File: src/rtl/decode_pkg.sv
// Shared decode definitions: format codes, opcode constants and the decoded bundle.
package decode_pkg;

  localparam int INSTR_W = 32;
  localparam int REG_AW  = 5;

  typedef enum logic [1:0] {
    FMT_R = 2'd0,
    FMT_I = 2'd1,
    FMT_J = 2'd2,
    FMT_X = 2'd3
  } fmt_e;

  localparam logic [5:0] OP_RTYPE = 6'h00;
  localparam logic [5:0] OP_J     = 6'h02;
  localparam logic [5:0] OP_JAL   = 6'h03;
  localparam logic [5:0] OP_ANDI  = 6'h0C;
  localparam logic [5:0] OP_ORI   = 6'h0D;
  localparam logic [5:0] OP_XORI  = 6'h0E;

  // Everything but the immediate, whose width depends on DATA_W.
  typedef struct packed {
    fmt_e              fmt;
    logic [5:0]        opcode;
    logic [REG_AW-1:0] rs;
    logic [REG_AW-1:0] rt;
    logic [REG_AW-1:0] rd;
    logic [4:0]        shamt;
    logic [5:0]        funct;
    logic [25:0]       jaddr;
  } fields_t;

  // Logical immediates are zero-extended; all others are sign-extended.
  function automatic logic is_zext(input logic [5:0] op);
    return (op == OP_ANDI) || (op == OP_ORI) || (op == OP_XORI);
  endfunction

endpackage

File: src/rtl/decode_stage_if.sv
// Fetch-side and downstream-side handshake bundle for the decode stage.
interface decode_stage_if #(
  parameter int PC_W   = 32,
  parameter int REG_AW = 5,
  parameter int DATA_W = 32
);
  logic              in_valid;
  logic              in_ready;
  logic [31:0]       in_instr;
  logic [PC_W-1:0]   in_pc;
  logic              out_valid;
  logic              out_ready;
  logic [PC_W-1:0]   out_pc;
  logic [1:0]        out_fmt;
  logic [5:0]        out_opcode;
  logic [REG_AW-1:0] out_rs;
  logic [REG_AW-1:0] out_rt;
  logic [REG_AW-1:0] out_rd;
  logic [4:0]        out_shamt;
  logic [5:0]        out_funct;
  logic [DATA_W-1:0] out_imm;
  logic [25:0]       out_jaddr;

  modport master (
    output in_valid, in_instr, in_pc, out_ready,
    input  in_ready, out_valid, out_pc, out_fmt, out_opcode, out_rs, out_rt,
           out_rd, out_shamt, out_funct, out_imm, out_jaddr
  );

  modport slave (
    input  in_valid, in_instr, in_pc, out_ready,
    output in_ready, out_valid, out_pc, out_fmt, out_opcode, out_rs, out_rt,
           out_rd, out_shamt, out_funct, out_imm, out_jaddr
  );
endinterface

File: src/rtl/decode_stage_field_decode.sv
// Combinational instruction word -> decoded bundle, with per-format field zeroing.
module instr_field_decode
  import decode_pkg::*;
#(
  parameter int DATA_W = 32
) (
  input  logic [INSTR_W-1:0] instr,
  output fields_t            f,
  output logic [DATA_W-1:0]  imm
);
  logic [5:0] op;
  assign op = instr[31:26];

  // Classify by opcode, then populate only the fields meaningful to that format.
  always_comb begin
    f        = '0;
    imm      = '0;
    f.opcode = op;
    if (op == OP_RTYPE) begin
      f.fmt   = FMT_R;
      f.rs    = instr[25:21];
      f.rt    = instr[20:16];
      f.rd    = instr[15:11];
      f.shamt = instr[10:6];
      f.funct = instr[5:0];
    end else if (op == OP_J || op == OP_JAL) begin
      f.fmt   = FMT_J;
      f.jaddr = instr[25:0];
    end else begin
      f.fmt = FMT_I;
      f.rs  = instr[25:21];
      f.rt  = instr[20:16];
      if (is_zext(op)) imm = DATA_W'(instr[15:0]);
      else             imm = DATA_W'($signed(instr[15:0]));
    end
  end
endmodule

File: src/rtl/decode_stage.sv
// Decode stage: shared field decoder feeding a main/skid register pair.
module decode_stage
  import decode_pkg::*;
#(
  parameter int PC_W   = 32,
  parameter int REG_AW = 5,
  parameter int DATA_W = 32,
  parameter int CNT_W  = 16
) (
  input  logic             clk,
  input  logic             rst_n,
  input  logic             flush,
  decode_stage_if.slave    bus,
  output logic [CNT_W-1:0] dec_count
);
  typedef enum logic [1:0] {EMPTY, ONE, FULL} buf_e;

  buf_e              st;
  fields_t           dec_f, main_f, skid_f;
  logic [DATA_W-1:0] dec_imm, main_imm, skid_imm;
  logic [PC_W-1:0]   main_pc, skid_pc;
  logic              rdy_q;
  logic              acc, drain;

  instr_field_decode #(.DATA_W(DATA_W)) u_dec (
    .instr (bus.in_instr),
    .f     (dec_f),
    .imm   (dec_imm)
  );

  // Flush kills any same-cycle input transfer; an output transfer still completes.
  assign acc   = bus.in_valid & rdy_q & ~flush;
  assign drain = (st != EMPTY) & bus.out_ready;

  // Buffer occupancy FSM; in_ready is registered as "skid will be free".
  always_ff @(posedge clk or negedge rst_n) begin
    if (!rst_n) begin
      st       <= EMPTY;
      rdy_q    <= 1'b1;
      main_f   <= '0;
      main_imm <= '0;
      main_pc  <= '0;
      skid_f   <= '0;
      skid_imm <= '0;
      skid_pc  <= '0;
    end else if (flush) begin
      st    <= EMPTY;
      rdy_q <= 1'b1;
    end else begin
      case (st)
        EMPTY: if (acc) begin
          main_f <= dec_f; main_imm <= dec_imm; main_pc <= bus.in_pc;
          st     <= ONE;
        end
        ONE: begin
          if (acc && drain) begin
            main_f <= dec_f; main_imm <= dec_imm; main_pc <= bus.in_pc;
          end else if (drain) begin
            st <= EMPTY;
          end else if (acc) begin
            skid_f <= dec_f; skid_imm <= dec_imm; skid_pc <= bus.in_pc;
            st     <= FULL;
            rdy_q  <= 1'b0;
          end
        end
        FULL: if (drain) begin
          main_f <= skid_f; main_imm <= skid_imm; main_pc <= skid_pc;
          st     <= ONE;
          rdy_q  <= 1'b1;
        end
        default: begin
          st    <= EMPTY;
          rdy_q <= 1'b1;
        end
      endcase
    end
  end

  // Saturating count of bundles handed downstream; flush leaves it alone.
  always_ff @(posedge clk or negedge rst_n) begin
    if (!rst_n)                       dec_count <= '0;
    else if (drain && ~&dec_count)    dec_count <= dec_count + 1'b1;
  end

  assign bus.in_ready   = rdy_q;
  assign bus.out_valid  = (st != EMPTY);
  assign bus.out_pc     = main_pc;
  assign bus.out_fmt    = main_f.fmt;
  assign bus.out_opcode = main_f.opcode;
  assign bus.out_rs     = REG_AW'(main_f.rs);
  assign bus.out_rt     = REG_AW'(main_f.rt);
  assign bus.out_rd     = REG_AW'(main_f.rd);
  assign bus.out_shamt  = main_f.shamt;
  assign bus.out_funct  = main_f.funct;
  assign bus.out_imm    = main_imm;
  assign bus.out_jaddr  = main_f.jaddr;
endmodule
File: src/flat_wrapper.sv
// flat-port wrapper written by rule: the top's interface ports become plain ports
module decode_stage_flat import decode_pkg::*;
#(
  parameter int PC_W   = 32,
  parameter int REG_AW = 5,
  parameter int DATA_W = 32,
  parameter int CNT_W  = 16
)
  (clk, rst_n, flush, dec_count, bus_in_valid, bus_in_instr, bus_in_pc, bus_out_ready, bus_in_ready, bus_out_valid, bus_out_pc, bus_out_fmt, bus_out_opcode, bus_out_rs, bus_out_rt, bus_out_rd, bus_out_shamt, bus_out_funct, bus_out_imm, bus_out_jaddr);
  decode_stage_if #(.PC_W(PC_W), .REG_AW(REG_AW), .DATA_W(DATA_W)) bus_i ();
  input  logic clk;
  input  logic rst_n;
  input  logic flush;
  output logic [CNT_W-1:0] dec_count;
  input wire logic [$bits(bus_i.in_valid)-1:0] bus_in_valid;
  input wire logic [$bits(bus_i.in_instr)-1:0] bus_in_instr;
  input wire logic [$bits(bus_i.in_pc)-1:0] bus_in_pc;
  input wire logic [$bits(bus_i.out_ready)-1:0] bus_out_ready;
  output wire logic [$bits(bus_i.in_ready)-1:0] bus_in_ready;
  output wire logic [$bits(bus_i.out_valid)-1:0] bus_out_valid;
  output wire logic [$bits(bus_i.out_pc)-1:0] bus_out_pc;
  output wire logic [$bits(bus_i.out_fmt)-1:0] bus_out_fmt;
  output wire logic [$bits(bus_i.out_opcode)-1:0] bus_out_opcode;
  output wire logic [$bits(bus_i.out_rs)-1:0] bus_out_rs;
  output wire logic [$bits(bus_i.out_rt)-1:0] bus_out_rt;
  output wire logic [$bits(bus_i.out_rd)-1:0] bus_out_rd;
  output wire logic [$bits(bus_i.out_shamt)-1:0] bus_out_shamt;
  output wire logic [$bits(bus_i.out_funct)-1:0] bus_out_funct;
  output wire logic [$bits(bus_i.out_imm)-1:0] bus_out_imm;
  output wire logic [$bits(bus_i.out_jaddr)-1:0] bus_out_jaddr;
  assign bus_i.in_valid = bus_in_valid;
  assign bus_i.in_instr = bus_in_instr;
  assign bus_i.in_pc = bus_in_pc;
  assign bus_i.out_ready = bus_out_ready;
  assign bus_in_ready = bus_i.in_ready;
  assign bus_out_valid = bus_i.out_valid;
  assign bus_out_pc = bus_i.out_pc;
  assign bus_out_fmt = bus_i.out_fmt;
  assign bus_out_opcode = bus_i.out_opcode;
  assign bus_out_rs = bus_i.out_rs;
  assign bus_out_rt = bus_i.out_rt;
  assign bus_out_rd = bus_i.out_rd;
  assign bus_out_shamt = bus_i.out_shamt;
  assign bus_out_funct = bus_i.out_funct;
  assign bus_out_imm = bus_i.out_imm;
  assign bus_out_jaddr = bus_i.out_jaddr;
  decode_stage #(.PC_W(PC_W), .REG_AW(REG_AW), .DATA_W(DATA_W), .CNT_W(CNT_W)) u_core (.clk(clk), .rst_n(rst_n), .flush(flush), .bus(bus_i), .dec_count(dec_count));
endmodule
File: config.mk
export PLATFORM = sky130hd
export DESIGN_NAME = decode_stage_flat
export DESIGN_NICKNAME = d
export VERILOG_FILES = /design/src/rtl/decode_pkg.sv /design/src/rtl/decode_stage_if.sv /design/src/rtl/decode_stage_field_decode.sv /design/src/rtl/decode_stage.sv /design/src/flat_wrapper.sv
export SDC_FILE = /design/constraint.sdc
export NUM_CORES = 1
export LEC_CHECK = 0
export BUFFER_PORTS_ARGS = -buffer_cell sky130_fd_sc_hd__buf_2
export CORE_MARGIN = 10
export CORE_UTILIZATION = 45
export DETAILED_ROUTE_END_ITERATION = 8
export PLACE_DENSITY = 0.7
export SLEW_MARGIN = 20
export SYNTH_ARGS = -nofsm -noshare
export SYNTH_HDL_FRONTEND = slang
export SYNTH_SLANG_ARGS = --single-unit
File: constraint.sdc
create_clock -name clk -period 1.75 [get_ports clk]
set_clock_uncertainty 0.2 [all_clocks]
set_input_delay 0.4375 -clock clk [delete_from_list [all_inputs] [get_ports clk]]
set_output_delay 0.4375 -clock clk [all_outputs]
set_load 0.05 [all_outputs]
==> key figures, run 1 <==
Status
  • Status: finished, violations left
  • Violated checks: negative setup slack

Finish
  • Final core utilization: 78.8%
  • Final layout net count: 1577
  • Post-Layout Cell Count: 1840
  • Ant. Diodes: 0
  • Register Area: 5960 sq um
  • Most common cell after layout, fill and taps aside: dfrtp_1
  • Most frequent cells in the layout: 214 x dfrtp_1, 170 x nand2_1, 143 x buf_6, 100 x buf_4, 99 x a21oi_1
  • Area of the multi-input gates: 5470 sq um
  • Area Overhead vs Synth: 70.8%
  • Layout cells sized above 1: 50.7%
  • Fill count: 1236

Floorplanning
  • DIE WIDTH: 173 microns
  • FP Rows: 55
  • Die height: 173 microns
  • Die footprint: 29900 sq um
  • Initial Util: 46.1%
  • Core area: 22800 sq um
  • IO Pins: 211

Critical path
  • WP data arrival: 2410 ps
  • Worst r2r src: u_core.st[1]
  • Largest stage delay on the critical path: 430 ps
  • Worst setup SP type: flip-flop
  • Max FO, Critical Path: 7
  • CP required: 1990 ps
  • Worst-path cell chain: buf_6, and4bb_2, buf_6, a41oi_4, buf_12, buf_12, buf_16, a21oi_4, a21oi_2
  • Critical path capture point type: flip-flop
  • R2R setup slack: -420 ps
  • WS Path Type: reg2reg
  • Slowest cell on the critical path: dfrtp_2
  • Worst R2R Path Depth: 9
  • Worst reg2reg path endpoint: u_core.bus.out_imm[0]

Yosys
  • Post-synth EDFFs: 0
  • Ys async rst share: 100%
  • Avg Cell Area, Syn: 9.41 sq um
  • Main synth FF type: dfrtp_1
  • Net Count, Synth: 1189
  • Synth warn: 0
  • Synthesized netlist cell count: 1119
  • Post-synth top area share: 56.1%
  • Register area share after synthesis: 56.3%
  • Mapped cell area: 10500 sq um
  • Top cells by area, synth: dfrtp_1 56%, nand2_1 8.4%, a21oi_1 6.9%
  • #FFs+latches synth: 237
  • Post-synth top area cell: dfrtp_1
  • Synth cell types: 46

Min path
  • Hold Path Sink: u_core.bus.out_funct[5]
  • Hold Crit Class: in2reg
  • Start point of the worst hold path: bus_in_instr[5]
  • Hold depth: 3

Route
  • Routed Antenna Nets: 0
  • Routed WL: 43.5 mm
  • Via density: 5.84
  • Drt pass-1 iters: 6
  • Initial drt markers: 1114
  • Drt wl/cell: 23.6 microns
  • Drt drc: 0
  • Via count: 10700

Global route
  • Initial antenna violation count: 0
  • Met3 Use GR: 5.03%
  • Total gr overflow: 0
  • Met2 usage: 42.2%
  • Largest net degree at the start of global routing: 59
  • Gr busiest metal: met2
  • Number of global-route vias before repair: 10500
  • Global-route wire length before repair: 60.3 mm
  • Grt met1 use: 30.3%
  • Total Routing Usage GR: 24.4%

Pwr
  • P_int: 13.8 mW
  • Combinational share of power: 39.0%
  • Net Sw Frac: 38.3%
  • Sequential Power Share: 34.9%
  • Max IR drop VDD: 869 uV
  • Pleak: 8.10 nW
  • Clock power frac: 26.1%
  • NetSw: 8.56 mW
  • PD cells: 1240 nW/um^2
  • Pwr Total: 22.3 mW

STA
  • Slew margin rel.: 70.2%
  • Slew @ Worst Pin: 447 ps
  • Final Max Tran Viols: 0
  • FMAX: 0.462 GHz
  • Final Hold Slack: 25.2 ps
  • Final setup vio count: 275
  • PnR worst setup slack: -416 ps
  • Hold Violations, Final: 0
  • RSZ-0062 raised after global routing: true
  • TNS Setup: -46850 ps
  • Final worst path period share: 124%
  • Final Critical Period: 2170 ps

Placement
  • Final weighted congestion in routability-driven placement: 0.803
  • Port Buffers: 210
  • HPWL Detailed: 19.4 mm
  • Inst Count DP: 1610

Clocking
  • Max clock buf depth: 3
  • Num Clock Sinks: 237
  • Root buffer selected by CTS: clkbuf_16
  • H-tree Lvls: 1
  • Worst skew pair latency: 530 ps
  • CTS buffer count: 26
  • CTS tree: done
  • Clock transition at the registers of the reported paths: 70 ps

Job
  • Max-cap violations: 0
[logic make-up after synthesis]
family,after synthesis,share of synthesized area (%)
AND/OR/NAND/NOR,451,18.1
AO/OA/AOI/OAI,270,13.8
buffers and inverters,104,5.32
XOR/XNOR,11,0.915
flip-flops,237,56.3
adder cells (fa/ha/maj),1,0.119
multiplexers,45,5.41
[power by group through the flow]
stage | logic, mW | clock network (mW) | registers, mW
finish | 8.70 | 5.84 | 7.79
CTS | 7.48 | 5.78 | 7.52
global placement | 5.58 | 0 | 7.44
floorplan | 1.94 | 0 | 9.62
detailed placement | 5.66 | 0 | 7.48
global route | 9.05 | 6.10 | 7.87
[synthesized netlist by cell type, drive strengths merged (3+ instances only)]
master,number
a21oi,146
a31oi,40
and3,3
buf,65
clkbuf,36
dfrtp,236
inv,3
mux2,41
mux2i,4
nand2,235
nand3,74
nor2,118
nor3,4
nor4,3
o21ai,73
xor2,9
[registers in the layout (all words and copies together), names as in the netlist, 16 cells and up]
register and cells:
u_core.bus.out_jaddr 26, u_core.skid_pc 32, u_core.dec_count 16, u_core.skid_f 60, u_core.skid_imm 17, u_core.bus.out_imm 17
u_core.bus.out_pc 32
[layer usage]
metal	up-vias	routed length (microns)	share of wire (%)
met1	5427	15800	36
met2	611	22600	52
li1	4586	-	-
met3	125	3480	8.0
met5	-	0	0
met4	0	1610	3.7
[critical path: cells and delay by family (launching register included)]
kind            cells  cell delay (ps)
simple gates        1              260
compound gates      3              460
flops               1              430
buf+inv             5              720
[how the worst max path moves through the flow]
stage          depth (start not counted)  slack, ps                 endpoint                start
2_1_floorplan                          5       -220       u_core.skid_pc[19]  u_core.bus.in_ready
3_3_place_gp                           6       -250  u_core.bus.out_shamt[3]     bus_in_instr[31]
3_5_place_dp                           6       -300        u_core.skid_f[31]     bus_in_instr[31]
4_1_cts                                3       -330            bus_out_valid         u_core.st[1]
5_1_grt                                9       -440    u_core.bus.out_imm[0]         u_core.st[1]
6_report                               9       -420    u_core.bus.out_imm[0]         u_core.st[1]
[area by class of cell]
class                      count  share of cell area, %
sequential                   237                   33.1
inverter                       3                 0.0626
timing repair buffer         460                   29.3
multi-input combinational    779                   30.4
clock buffer                  34                   4.12
tap                          313                   2.18
clock inverter                14                  0.848
[through the flow]
step / setup slack [ps] / instance area, sq um
2_1_floorplan: -225 / 10700
4_1_cts: -334 / 16600
5_1_grt: -440 / 18000
6_report: -416 / 18000
3_5_place_dp: -303 / 12400
3_3_place_gp: -247 / 12400
[repair_timing]
| item | 4_1_cts | 5_1_grt |
|---|---|---|
| setup endpoints to repair | 354 | 347 |
| setup buffers | 62 | 49 |
| gates cloned | 32 | 7 |
| gates resized for setup | 500 | 304 |
| hold buffers | 51 | 0 |
| pin swaps | 76 | 61 |
| hold endpoints to repair | 354 | 0 |
No activity file was read; power rests on OpenSTA's default activity.
==> run 2, diff against run 1 <==
==> constraint.sdc (replaced) <==
create_clock -name clk -period 1.75 [get_ports clk]
set_clock_uncertainty 0.2 [all_clocks]
set_input_delay 0.4375 -clock clk [delete_from_list [all_inputs] [get_ports clk]]
set_output_delay 0.4375 -clock clk [all_outputs]
set_load 0.005 [all_outputs]
==> run 2 against run 1 <==
The flow finishes with violations (negative hold slack, negative setup slack). Cell count down 0.54%. Sequential cell count is the same. Sequential power about the same. Power is 12% lower. Critical endpoint is now u_core.skid_imm[5].
==> key figures, run 2 (synthesized netlist as in run 1, its figures left out) <==
Critical path
  • Worst-path cell chain: buf_6, buf_6, and3b_2, nand3b_4, buf_12, buf_12, buf_16, o21ai_1
  • Buf+Inv Stages, Crit Path: 5
  • Top delay family on crit path: buffers and inverters
  • Slowest cell on the critical path: dfrtp_2
  • Max FO, Critical Path: 6
  • CP required: 1940 ps
  • WS Path Type: reg2reg
  • Critical path capture point type: flip-flop
  • Largest stage delay on the critical path: 420 ps
  • WP data arrival: 2440 ps
  • Worst setup SP type: flip-flop

STA
  • Hold Violations, Final: 1
  • RSZ-0062 raised after global routing: true
  • PnR worst setup slack: -502 ps
  • Slew margin rel.: 68.4%
  • Final worst path period share: 129%
  • Final setup vio count: 270
  • TNS Setup: -44750 ps
  • Final Hold Slack: -5.17 ps
  • Final Max Tran Viols: 0
  • Slew @ Worst Pin: 470 ps
  • FMAX: 0.444 GHz
  • Final Critical Period: 2250 ps

Placement
  • Inst Count DP: 1610
  • Port Buffers: 210
  • HPWL Detailed: 19.7 mm
  • Final weighted congestion in routability-driven placement: 0.824

Global route
  • Initial antenna violation count: 1
  • Number of global-route vias before repair: 10200
  • Global-route wire length before repair: 57.4 mm
  • Total Routing Usage GR: 23.2%
  • Largest net degree at the start of global routing: 47
  • Total gr overflow: 0

Clocking
  • Root buffer selected by CTS: clkbuf_16
  • Clock transition at the registers of the reported paths: 70 ps
  • CTS tree: done
  • Num Clock Sinks: 237
  • Worst skew pair latency: 540 ps
  • H-tree Lvls: 1
  • CTS buffer count: 26
  • Max clock buf depth: 3

Finish
  • Final layout net count: 1566
  • Fill count: 1222
  • Most common cell after layout, fill and taps aside: dfrtp_1
  • Number of flip-flops in the largest register: 60
  • Most flop-heavy register: u_core.skid_f
  • Post-Layout Cell Count: 1830
  • Area of the multi-input gates: 5990 sq um
  • Area Overhead vs Synth: 71.4%
  • Most frequent cells in the layout: 231 x dfrtp_1, 185 x buf_2, 170 x nand2_1, 81 x a21oi_2, 72 x nand3_1
  • Register Area: 5940 sq um
  • Layout cells sized above 1: 55.1%

Floorplanning
  • Initial Util: 46.1%
  • Die footprint: 29900 sq um
  • IO Pins: 211
  • Die height: 173 microns
  • Core area: 22800 sq um
  • DIE WIDTH: 173 microns
  • FP Rows: 55

Route
  • Routed WL: 46.2 mm
  • Drt pass-1 iters: 5
  • Via density: 6.00
  • Via count: 11000
  • Routed Antenna Nets: 0
  • Drt drc: 0
  • Initial drt markers: 1156
  • Drt wl/cell: 25.3 microns

Status
  • Status: finished, violations left
  • Violated checks: negative hold slack, negative setup slack

Pwr
  • Pleak: 8.00 nW
  • Max IR drop VDD: 743 uV
  • PD cells: 1090 nW/um^2

Job
  • Max-cap violations: 0

Min path
  • Hold Crit Class: in2reg
run 2: changes by cell type in the layout (fill, tap and decap cells not counted), moves of 38 or more:
| cell | previous run | this run |
|---|---|---|
| buf_2 | 67 | 185 |
| buf_4 | 100 | 62 |
| buf_6 | 143 | 55 |
| a21oi_2 | 38 | 81 |
| a21oi_1 | 99 | 56 |
| nor2_1 | 65 | 19 |
run 2: final timing paths:
kind                                   start                 endpoint  slack (ps)  depth (start not counted)
setup / recovery                u_core.st[1]       u_core.skid_imm[5]        -500                          8
hold / removal              bus_in_instr[10]        u_core.skid_f[36]          -5                          3
setup reg to reg                u_core.st[1]       u_core.skid_imm[5]        -500                          8
hold reg to reg            u_core.skid_f[52]        u_core.skid_f[52]         280                          2
max in group asynchronous              rst_n  u_core.bus.out_jaddr[9]         620                          3
min in group asynchronous              rst_n     u_core.bus.out_rs[1]         170                          2
run 2: final cells by class:
class,instances,area share [%]
multi-input cells,779,33.2
repair buffers,449,26.2
clock buffers,35,4.19
well taps,313,2.17
inverters,3,0.0624
diodes,1,0.0139
flip-flops and latches,237,32.9
clock inverters,13,1.30
run 2: metal layers:
layer,share of wire [%],global-route usage (%)
met1,37,30.1
met2,49,38.6
met3,9.2,4.49
met4,5.1,6.58
met5,0,0
run 2: stage by stage:
step           hold WS, ps  utilization [%]  total power, mW  setup WS, ps  area (sq um)
2_1_floorplan        -58.1                -             8.95         -63.0         10600
3_3_place_gp           116             54.1             10.5          -309         12300
3_5_place_dp           117             54.1             10.6          -318         12300
4_1_cts               1.67             68.8             17.9          -298         15700
5_1_grt               8.48             79.0             20.4          -537         18100
6_report             -5.17             79.0             19.7          -502         18100
run 2: timing repair:
| action | in CTS | in global routing |
|---|---|---|
| setup endpoints to repair | 148 | 260 |
| hold buffers | 49 | 0 |
| cloned | 31 | 26 |
| gates resized for setup | 206 | 471 |
| endpoints found under the hold margin | 339 | 0 |
| pin swaps | 33 | 90 |
| setup buffers | 48 | 34 |
run 2: tightest hold or removal path: cells and delay by family:
kind	cells	cell delay, ps
buffers and inverters	1	150
and+or+nand+nor	1	70
AOI/OAI and AO/OA	1	50
run 2: power breakdown:
part           total [mW]  internal, mW  switching (mW)
sequential           7.79          6.65            1.14
clock                6.41          3.93            2.48
combinational        5.51          2.98            2.53
total                19.7          13.6            6.15
==> run 3, diff against run 2 <==
--- a/config.mk
+++ b/config.mk
@@ -9,7 +9,7 @@
 export CORE_MARGIN = 10
 export CORE_UTILIZATION = 45
 export DETAILED_ROUTE_END_ITERATION = 8
-export PLACE_DENSITY = 0.7
+export PLACE_DENSITY = 0.67
 export SLEW_MARGIN = 20
 export SYNTH_ARGS = -nofsm -noshare
 export SYNTH_HDL_FRONTEND = slang
==> constraint.sdc (replaced) <==
create_clock -name clk -period 2.65 [get_ports clk]
set_clock_uncertainty 0.2 [all_clocks]
set_input_delay 0.6625 -clock clk [delete_from_list [all_inputs] [get_ports clk]]
set_output_delay 0.6625 -clock clk [all_outputs]
set_load 0.005 [all_outputs]
==> run 3 against run 2 <==
The flow now finishes without violations. Via count down 22%. Setup slack improved by 790 ps. Design area shrank 30%. Cell count decreased by 12%. Wire length shrank 39%. Worst hold slack improved by 170 ps. Sequential share of layout area is 14 points higher. Non-clock buffer count decreased by 215. Sequential power shrank 37%. Die area is the same. Combinational power decreased by 66%. Critical path type is now reg2out.
==> key figures, run 3 (synthesized netlist as in run 1, its figures left out) <==
Finish
  • Most flop-heavy register: u_core.skid_f
  • Most frequent cells in the layout: 236 x dfrtp_1, 235 x nand2_1, 209 x buf_2, 146 x a21oi_1, 118 x nor2_1
  • Area Overhead vs Synth: 20.4%
  • Layout cells sized above 1: 25.1%
  • Register Area: 5930 sq um
  • Final layout net count: 1350
  • Post-Layout Cell Count: 1610
  • Final core utilization: 55.5%
  • Number of flip-flops in the largest register: 60
  • Area of the multi-input gates: 4080 sq um
  • Most common cell after layout, fill and taps aside: dfrtp_1
  • Fill count: 2075
  • Ant. Diodes: 0

STA
  • Slew @ Worst Pin: 700 ps
  • Final worst path period share: 89.1%
  • Final setup vio count: 0
  • Slew margin rel.: 53.4%
  • Final Hold Slack: 168 ps
  • TNS Setup: 0 ps
  • Final Max Tran Viols: 0
  • FMAX: 0.424 GHz
  • RSZ-0062 raised after global routing: false
  • Final Critical Period: 2360 ps
  • PnR worst setup slack: 290 ps
  • Hold Violations, Final: 0

Clocking
  • Setup bufs post-CTS: 0
  • Post-CTS Resized: 0
  • CTS tree: done
  • Num Clock Sinks: 237
  • Worst skew pair latency: 520 ps
  • Max clock buf depth: 3
  • CTS buffer count: 26
  • H-tree Lvls: 1
  • Root buffer selected by CTS: clkbuf_16
  • Clock transition at the registers of the reported paths: 60 ps

Critical path
  • Worst-path cell chain: or2_2, buf_2
  • Worst reg2reg path endpoint: u_core.dec_count[12]
  • Buf+Inv Stages, Crit Path: 1
  • Crit path to: bus_out_valid
  • WP data arrival: 1500 ps
  • Worst setup SP type: flip-flop
  • Critical path capture point type: output port
  • Worst r2r src: u_core.dec_count[0]
  • Worst R2R Path Depth: 5
  • CP required: 1790 ps
  • WS Path Type: reg2out
  • WP depth: 2
  • Top delay family on crit path: flip-flops
  • Largest stage delay on the critical path: 510 ps
  • Max FO, Critical Path: 11
  • Crit path from: u_core.st[1]
  • Slowest cell on the critical path: dfrtp_1
  • R2R setup slack: 590 ps

Floorplanning
  • Die footprint: 29900 sq um
  • FP Rows: 55
  • Core area: 22800 sq um
  • Die height: 173 microns
  • Initial Util: 46.1%
  • DIE WIDTH: 173 microns
  • IO Pins: 211

Min path
  • Hold Crit Class: in2reg

Route
  • Via density: 5.30
  • Via count: 8540
  • Initial drt markers: 720
  • Drt wl/cell: 17.6 microns
  • Routed WL: 28.4 mm
  • Routed Antenna Nets: 0
  • Drt drc: 0
  • Drt pass-1 iters: 5

Placement
  • HPWL Detailed: 18.2 mm
  • Final weighted congestion in routability-driven placement: 0.773
  • Placement Setup Slack: 333 ps
  • Port Buffers: 210
  • Inst Count DP: 1564

Pwr
  • Pleak: 6.01 nW
  • PD cells: 816 nW/um^2
  • Max IR drop VDD: 337 uV

Global route
  • Total gr overflow: 0
  • Number of global-route vias before repair: 8756
  • Total Routing Usage GR: 18.4%
  • Largest net degree at the start of global routing: 105
  • Global-route wire length before repair: 46.3 mm
  • Initial antenna violation count: 1

Status
  • Status: complete, no violations

Job
  • Max-cap violations: 0
run 3: changes by cell type in the layout (fill, tap and decap cells not counted), moves of 27 or more:
cell / delta
dlygate4sd3_1: -48
buf_4: -53
a21oi_2: -81
nor2_4: -68
a21oi_1: +90
nand2_1: +65
o21ai_0: +63
buf_16: -27
nand2_4: -41
o21ai_2: -45
buf_12: -29
nor2_1: +99
buf_6: -55
nor2_2: -31
run 3: where the power goes:
| group | switching, mW | internal (mW) |
|---|---|---|
| logic | 0.966 | 0.935 |
| clock network | 1.43 | 2.15 |
| registers | 0.480 | 4.39 |
run 3: per-layer routing:
layer  vias up  part of all wire (%)  GRT usage [%]
li1       4089                     -              -
met1      4169                    44           23.2
met2       239                    48           30.9
met3        43                   6.2           4.05
met4         0                   2.2           5.35
met5         -                     0              0
run 3: area by class of cell:
class | count | area share (%)
well taps | 313 | 3.09
clock inverters | 5 | 0.424
inverters | 3 | 0.0888
clock buffers | 40 | 6.26
flip-flops and latches | 237 | 46.8
repair buffers | 234 | 11.2
multi-input cells | 778 | 32.2
run 3: stage by stage:
step	instance area, sq um	power (mW)
global placement	11800	6.79
floorplan	10500	5.90
finish	12700	10.3
CTS	12700	10.5
detailed placement	11800	6.87
global route	12700	10.9
run 3: how the worst min path moves through the flow:
stage / from / end / slack, ps / cells after the start
5_1_grt: flush / u_core.st[0] / 160 / 2
3_3_place_gp: u_core.skid_f[22] / u_core.skid_f[22] / 260 / 2
2_1_floorplan: rst_n / u_core.bus.out_fmt[0] / 170 / 0
3_5_place_dp: u_core.skid_imm[10] / u_core.skid_imm[10] / 270 / 2
4_1_cts: flush / u_core.st[0] / 140 / 2
6_report: flush / u_core.st[0] / 170 / 2
run 3: timing repair:
action	CTS	global route
hold endpoints to repair	62	0
hold buffers	1	0
endpoints found under the setup margin	0	0
